==> src/rtl/piso_serializer.sv <==
// Parallel-in serial-out serializer with ready/valid load and back-to-back frames.
// Define PISO_PARITY_EN to append an even-parity bit after the data bits.
module piso_serializer #(
    parameter int WIDTH = 4
) (
    input  logic             clk,
    input  logic             rst,
    input  logic             direction,
    input  logic             load_valid,
    input  logic [WIDTH-1:0] din,
    output logic             load_ready,
    output logic             dout,
    output logic             dout_valid,
    output logic             busy,
    output logic             done
);

    localparam int CNT_W = (WIDTH > 1) ? $clog2(WIDTH) : 1;
    localparam logic [CNT_W-1:0] CNT_LAST = CNT_W'(WIDTH - 1);

`ifdef PISO_PARITY_EN
    typedef enum logic [1:0] {
        IDLE   = 2'd0,
        SHIFT  = 2'd1,
        PARITY = 2'd2
    } state_t;
`else
    typedef enum logic [0:0] {
        IDLE  = 1'b0,
        SHIFT = 1'b1
    } state_t;
`endif

    state_t             state_q, state_d;
    logic [WIDTH-1:0]   shift_q, shift_d;
    logic               dir_q, dir_d;
    logic [CNT_W-1:0]   cnt_q, cnt_d;
`ifdef PISO_PARITY_EN
    logic               parity_q, parity_d;
`endif

    logic last_data;
    logic frame_last;
    logic accept;

    assign last_data = (state_q == SHIFT) && (cnt_q == CNT_LAST);
`ifdef PISO_PARITY_EN
    assign frame_last = (state_q == PARITY);
`else
    assign frame_last = last_data;
`endif

    // Ready also on the final frame bit so a new word can follow without a gap.
    assign load_ready = (state_q == IDLE) || frame_last;
    assign accept     = load_valid && load_ready;
    assign busy       = (state_q != IDLE);
    assign dout_valid = busy;
    assign done       = frame_last;

    always_comb begin
        dout = 1'b0;
        case (state_q)
            SHIFT:   dout = dir_q ? shift_q[WIDTH-1] : shift_q[0];
`ifdef PISO_PARITY_EN
            PARITY:  dout = parity_q;
`endif
            default: dout = 1'b0;
        endcase
    end

    always_comb begin
        state_d  = state_q;
        shift_d  = shift_q;
        dir_d    = dir_q;
        cnt_d    = cnt_q;
`ifdef PISO_PARITY_EN
        parity_d = parity_q;
`endif
        case (state_q)
            SHIFT: begin
                if (!last_data) begin
                    shift_d = dir_q ? {shift_q[WIDTH-2:0], 1'b0}
                                    : {1'b0, shift_q[WIDTH-1:1]};
                    cnt_d   = cnt_q + CNT_W'(1);
                end else begin
`ifdef PISO_PARITY_EN
                    state_d = PARITY;
`else
                    state_d = IDLE;
                    shift_d = '0;
                    cnt_d   = '0;
`endif
                end
            end
`ifdef PISO_PARITY_EN
            PARITY: begin
                state_d = IDLE;
                shift_d = '0;
                cnt_d   = '0;
            end
`endif
            default: ;
        endcase

        // A load always wins: it either starts from IDLE or chains onto the last bit.
        if (accept) begin
            state_d  = SHIFT;
            shift_d  = din;
            dir_d    = direction;
            cnt_d    = '0;
`ifdef PISO_PARITY_EN
            parity_d = ^din;
`endif
        end
    end

    always_ff @(posedge clk or posedge rst) begin
        if (rst) begin
            state_q  <= IDLE;
            shift_q  <= '0;
            dir_q    <= 1'b0;
            cnt_q    <= '0;
`ifdef PISO_PARITY_EN
            parity_q <= 1'b0;
`endif
        end else begin
            state_q  <= state_d;
            shift_q  <= shift_d;
            dir_q    <= dir_d;
            cnt_q    <= cnt_d;
`ifdef PISO_PARITY_EN
            parity_q <= parity_d;
`endif
        end
    end

endmodule

==> config.mk <==
export PLATFORM = sky130hd
export DESIGN_NAME = piso_serializer
export DESIGN_NICKNAME = d
export VERILOG_FILES = /design/src/rtl/piso_serializer.sv
export SDC_FILE = /design/constraint.sdc
export NUM_CORES = 1
export LEC_CHECK = 0
export CORE_AREA = 2 2 39 41
export CTS_CLUSTER_DIAMETER = 120
export DETAILED_ROUTE_END_ITERATION = 8
export DIE_AREA = 0 0 41 43
export GPL_TIMING_DRIVEN = 0
export SYNTH_ARGS = -nofsm -noshare
export SYNTH_HDL_FRONTEND = slang
export SYNTH_SLANG_ARGS = --single-unit
export TNS_END_PERCENT = 100
==> constraint.sdc <==
create_clock -name clk -period 1.6 [get_ports clk]
set_clock_uncertainty 0.05 [all_clocks]
set_input_delay 0.32 -clock clk [delete_from_list [all_inputs] [get_ports clk]]
set_output_delay 0.32 -clock clk [all_outputs]
set_load 0.05 [all_outputs]
==> impl_metrics.env, run 1 <==
export IMPL_status="finished, violations left"
export IMPL_violations="negative setup slack"
export IMPL_clock_fmax_mhz=624
export IMPL_routabilityCongestion=0.736
export IMPL_maxCapViolCount=0
export IMPL_setup_viol=1
export IMPL_htreeDepth=1
export IMPL_antenna_found_initial=0
export IMPL_rrSetupSlack_ns=0.04
export IMPL_ios=13
export IMPL_grt_ovfl_total=0
export IMPL_period_needed_ns=1.60
export IMPL_ys_seq_area_share_pct=40.8
export IMPL_worstSetupEndpointType="output port"
export IMPL_synthCells=48
export IMPL_synth_warnings=0
export IMPL_cp_startpoint="cnt_q[1]"
export IMPL_vias=432
export IMPL_pre_cts_ws_ns=-0.375
export IMPL_via_per_inst=5.02
export IMPL_hpwl_um=659
export IMPL_clockRootBuffer="clkbuf_4"
export IMPL_rows=14
export IMPL_portBuffers=11
export IMPL_syn_to_final_growth_pct=47.7
export IMPL_drive_gt1_share_pct=44.3
export IMPL_avgRoutedWirePerCell_um=11.6
export IMPL_worstHoldPathType="in -> async"
export IMPL_clk_pin_slew_ns=0.05
export IMPL_first_global_vias=345
export IMPL_wl_um=996
export IMPL_fill_cells=128
export IMPL_die_area_um2=1760
export IMPL_initial_utilization_pct=35.4
export IMPL_rsz0062_at_grt="yes"
export IMPL_finalHoldViolCount=0
export IMPL_layoutNonFillerInstCount=86
export IMPL_power_leakage_nw=0.354
export IMPL_r2r_start="cnt_q[1]"
export IMPL_synth_top_area_share_pct=40.8
export IMPL_syn_num_nets=58
export IMPL_path_max_fanout=3
export IMPL_die_w_um=41
export IMPL_r2r_end="dir_q"
export IMPL_die_y_um=43
export IMPL_cts_sinks=8
export IMPL_max_vdd_ir_drop_mv=1.00
export IMPL_rr_worst_depth=6
export IMPL_grt_max_degree=11
export IMPL_whs_ns=0.259
export IMPL_drt_first_pass_iters=4
export IMPL_p_per_area_nw_per_um2=2200
export IMPL_crit_arrival_ns=1.23
export IMPL_slew_headroom_pct=79.4
export IMPL_n_antenna_cell=0
export IMPL_fin_ws_ns=-0.00308
export IMPL_core_um2=1380
export IMPL_synth_area_um2=490
export IMPL_track_usage_pct=13.7
export IMPL_grt_pass1_wl_mm=1.55
export IMPL_ys_ff_latch=8
export IMPL_cts_tree="yes"
export IMPL_clk_latency_ns=0.25
export IMPL_path_class="reg -> out"
export IMPL_drc=0
export IMPL_yosysTopAreaCell="dfrtp_1"
export IMPL_slew_violations=0
export IMPL_period_share_pct=100
export IMPL_dp_cells=75
export IMPL_final_net_count=81
export IMPL_ant_nets=0
export IMPL_cts_path_max_buffers=2
export IMPL_cp_start_kind="register"
export IMPL_synth_area_leaders="dfrtp_1, mux2i_1, ha_1"
export IMPL_yosysUniqueCellTypes=23
export IMPL_required_ns=1.23
export IMPL_cts_made_buffers=3
export IMPL_drt_iter0_drc=13
export IMPL_avgSynthCellArea_um2=10.2
export IMPL_tightest_slew_ns=0.309
-- power breakdown --
part,switching [W],leakage [nW],internal [W]
Combinational,0.000547,0.242,0.000510
Sequential,0.0000775,0.0964,0.000296
Clock,0.0000684,0.0150,0.0000954
Total,0.000693,0.354,0.000901
-- cell usage in the layout, fill, tap and decap left out, drive strengths merged, types with 2 or more instances in the layout --
cell           Yosys  final
mux2i              4      4
clkbuf             0      4
o21ai              3      3
nand2b             2      2
nand2              5      5
a32oi              2      2
dfrtp              8      8
clkdlybuf4s15      0      2
inv                4      4
buf                4     14
nor2b              3      3
ha                 2      2
clkdlybuf4s50      0      6
nor2               3      3
-- how the worst max path moves through the flow --
stage | end | slack, ns | cells after the start
4_1_cts | load_ready | -0.08 | 4
6_report | load_ready | -0.003 | 4
2_1_floorplan | done | 0.06 | 2
5_1_grt | load_ready | -0.05 | 4
3_3_place_gp | load_ready | -0.38 | 4
3_5_place_dp | load_ready | -0.37 | 4
-- Yosys cell counts --
library cell  instances
a221oi_1              1
a31o_2                1
a31oi_1               1
a32oi_1               2
a41o_1                1
buf_2                 2
buf_4                 1
buf_6                 1
dfrtp_1               8
ha_1                  2
inv_1                 4
mux2_2                1
mux2i_1               4
nand2_1               5
nand2b_1              1
nand2b_2              1
nand3b_4              1
nor2_1                3
nor2b_1               2
nor2b_2               1
o21ai_0               3
o221a_2               1
o22ai_1               1
-- layer usage --
| metal | part of all wire (%) | up-vias | global-route usage, % |
|---|---|---|---|
| met3 | 9.2 | 2 | 9.42 |
| met5 | 0 | - | 0 |
| met4 | 0.80 | 0 | 4.00 |
| li1 | - | 212 | - |
| met2 | 45 | 15 | 15.6 |
| met1 | 44 | 203 | 20.3 |
-- flip-flops by register name, summed over array words and instances, names as in the netlist --
name     flops
busy         1
shift_q      4
dir_q        1
cnt_q        2
-- metrics by stage --
step,power [W],area (um^2),setup TNS (ns),util (%)
finish,0.00159,724,-0.00308,52.4
global route,0.00171,724,-0.0464,52.4
CTS,0.00146,666,-0.0781,48.1
detailed placement,0.00126,627,-1.13,45.3
global placement,0.00126,627,-1.16,45.3
floorplan,0.00104,497,0,-
-- area by class of cell --
| class | instances | area, um^2 | area share [%] |
|---|---|---|---|
| Timing Repair Buffer | 18 | 165 | 22.8 |
| Buffer | 4 | 35.0 | 4.84 |
| Tap cell | 16 | 20.0 | 2.76 |
| Inverter | 4 | 15.0 | 2.07 |
| Sequential cell | 8 | 201 | 27.8 |
| Clock buffer | 4 | 26.3 | 3.63 |
| Multi-Input combinational cell | 32 | 262 | 36.1 |
-- logic make-up (layout without fill, tap and decap cells) --
group / Yosys count / after routing / synth area share, %
muxes: 5 / 5 / 10.5
AOI/OAI and AO/OA: 11 / 11 / 17.1
and+or+nand+nor: 14 / 14 / 17.6
DFF: 8 / 8 / 40.8
buffers and inverters: 8 / 30 / 8.93
adders and majority gates: 2 / 2 / 5.10
-- worst max-delay path, cell delays in order (launching register included) --
cell and delay, ns:
dfrtp_1 0.40, ha_2 0.19, nand2b_4 0.13, buf_6 0.12
buf_8 0.14
-- timing repair --
action | CTS | global route
pin swaps | 0 | 1
resized for setup | 28 | 5
endpoints found under the setup margin | 5 | 4
hold buffers | 0 | 0
setup buffers | 1 | 6
(Power assumes the default switching activity.)
==> run 2: changes to the inputs <==
==> constraint.sdc (replaced) <==
create_clock -name clk -period 1.6 [get_ports clk]
set_clock_uncertainty 0.05 [all_clocks]
set_input_delay 0.16 -clock clk [delete_from_list [all_inputs] [get_ports clk]]
set_output_delay 0.16 -clock clk [all_outputs]
set_load 0.05 [all_outputs]
==> run 2 against run 1 <==
Compared with the run above:
- the run now ends clean
- combinational power fell by 21%
- maximum frequency rose by 4.9%
- design area fell by 12%
- via count fell by 6.9%
- non-clock buffer count fell by 7
- sequential share of layout area rose by 3.6 points
- utilization fell by 6.1 points
- cell count fell by 8.1%
- critical path type unchanged
==> impl_metrics.env, run 2 (same netlist as run 1, synthesis figures left out) <==
export IMPL_status="completed"
export IMPL_clk_latency_ns=0.25
export IMPL_vias=402
export IMPL_drc=0
export IMPL_cts_made_buffers=3
export IMPL_n_antenna_cell=0
export IMPL_postCtsHoldBufs=0
export IMPL_cts_tree="yes"
export IMPL_finalHoldViolCount=0
export IMPL_final_net_count=74
export IMPL_reg_top3="shift_q (4), cnt_q (2)"
export IMPL_rsz0062_at_grt="no"
export IMPL_routabilityCongestion=0.749
export IMPL_initial_utilization_pct=35.4
export IMPL_critPathTopFamily="flip-flops"
export IMPL_path_class="reg -> out"
export IMPL_grt_pass1_wl_mm=1.61
export IMPL_max_vdd_ir_drop_mv=0.882
export IMPL_slew_headroom_pct=67.8
export IMPL_portBuffers=11
export IMPL_maxCapViolCount=0
export IMPL_grt_max_degree=11
export IMPL_clockRootBuffer="clkbuf_4"
export IMPL_rrSetupSlack_ns=0.10
export IMPL_drt_first_pass_iters=4
export IMPL_slowest_stage="dfrtp_1"
export IMPL_grt_ovfl_total=0
export IMPL_worstPathBufferInverterCount=2
export IMPL_die_y_um=43
export IMPL_dp_cells=75
export IMPL_via_per_inst=5.09
export IMPL_power_leakage_nw=0.310
export IMPL_rows=14
export IMPL_mostFrequentLayoutCells="dfrtp_1, clkdlybuf4s50_1, nand2_1"
export IMPL_tightest_slew_ns=0.485
export IMPL_path_max_fanout=9
export IMPL_hpwl_um=701
export IMPL_largest_register_ffs=4
export IMPL_slew_violations=0
export IMPL_post_cts_resized=11
export IMPL_worstHoldPathType="in -> async"
export IMPL_die_area_um2=1760
export IMPL_period_needed_ns=1.53
export IMPL_period_share_pct=95.5
export IMPL_drive_gt1_share_pct=30.2
export IMPL_ant_nets=0
export IMPL_setup_viol=0
export IMPL_fill_cells=138
export IMPL_cts_path_max_buffers=2
export IMPL_worstSetupEndpointType="output port"
export IMPL_fin_ws_ns=0.0723
export IMPL_core_um2=1380
export IMPL_antenna_found_initial=0
export IMPL_cp_start_kind="register"
export IMPL_drt_iter0_drc=14
export IMPL_cts_sinks=8
export IMPL_required_ns=1.39
export IMPL_p_per_area_nw_per_um2=2160
export IMPL_htreeDepth=1
export IMPL_final_common_cell="dfrtp_1"
export IMPL_final_util_pct=46.3
export IMPL_avgRoutedWirePerCell_um=11.8
export IMPL_crit_top_cell="buf_6"
export IMPL_top_register="shift_q"
export IMPL_crit_arrival_ns=1.32
export IMPL_syn_to_final_growth_pct=30.6
export IMPL_design_area_um2=641
export IMPL_clock_fmax_mhz=655
export IMPL_ios=13
export IMPL_multiInputGateArea_um2=249
export IMPL_crit_chain="ha_2 > nand2b_2 > buf_6 > buf_6"
export IMPL_first_global_vias=392
export IMPL_cts_setup_buffers=0
export IMPL_wl_um=935
export IMPL_pre_cts_ws_ns=-0.219
export IMPL_cp_slowest_stage_delay_ns=0.41
export IMPL_layoutNonFillerInstCount=79
export IMPL_die_w_um=41
export IMPL_clk_pin_slew_ns=0.06
export IMPL_seqCellArea_um2=201
export IMPL_dpl_cell_area_um2=622
export IMPL_track_usage_pct=13.8
-- run 2: cell types whose count changed in the layout (fill, tap and decap cells not counted), sizes merged --
cell / change
clkdlybuf4s15: -1
dlygate4sd2: +1
buf: -7
-- run 2: layout make-up --
class,instances,area share (%)
Buffer,4,4.49
Clock buffer,4,4.10
Inverter,4,2.34
Multi-Input combinational cell,32,38.9
Sequential cell,8,31.4
Tap cell,16,3.13
Timing Repair Buffer,11,15.6
-- run 2: report_power, final --
| group | internal [W] | total [W] | switching [W] |
|---|---|---|---|
| registers | 0.000295 | 0.000379 | 0.0000839 |
| logic | 0.000346 | 0.000838 | 0.000492 |
| clock network | 0.0000954 | 0.000164 | 0.0000686 |
-- run 2: path summary, 6_finish.rpt --
| path | startpoint | end | cells after the start |
|---|---|---|---|
| min | rst | shift_q[2] | 2 |
| max | cnt_q[0] | load_ready | 4 |
| max reg2reg | cnt_q[0] | dir_q | 5 |
| max in group asynchronous | rst | busy | 2 |
| min in group clk | load_valid | cnt_q[1] | 2 |
| min reg2reg | shift_q[1] | shift_q[1] | 2 |
-- run 2: worst register-to-register path, cell delays in order, from the launching register on --
cell	delay (ns)
dfrtp_1	0.41
ha_2	0.20
nand2b_2	0.17
buf_6	0.14
nand2_1	0.09
mux2_2	0.33
-- run 2: through the flow --
step	hold slack (ns)	power, W	TNS, ns
2_1_floorplan	-0.0744	0.00103	0
3_3_place_gp	0.383	0.00125	-0.504
3_5_place_dp	0.378	0.00125	-0.522
4_1_cts	0.0986	0.00138	-0.229
5_1_grt	0.142	0.00149	0
6_report	0.0955	0.00138	0
-- run 2: per-layer routing --
layer  vias up  wire length, um  track usage, %
met5         -                0               0
met4         0                0            4.00
met3         0               93            7.85
met2        21              447            19.7
met1       184              394            17.2
li1        197                -               -
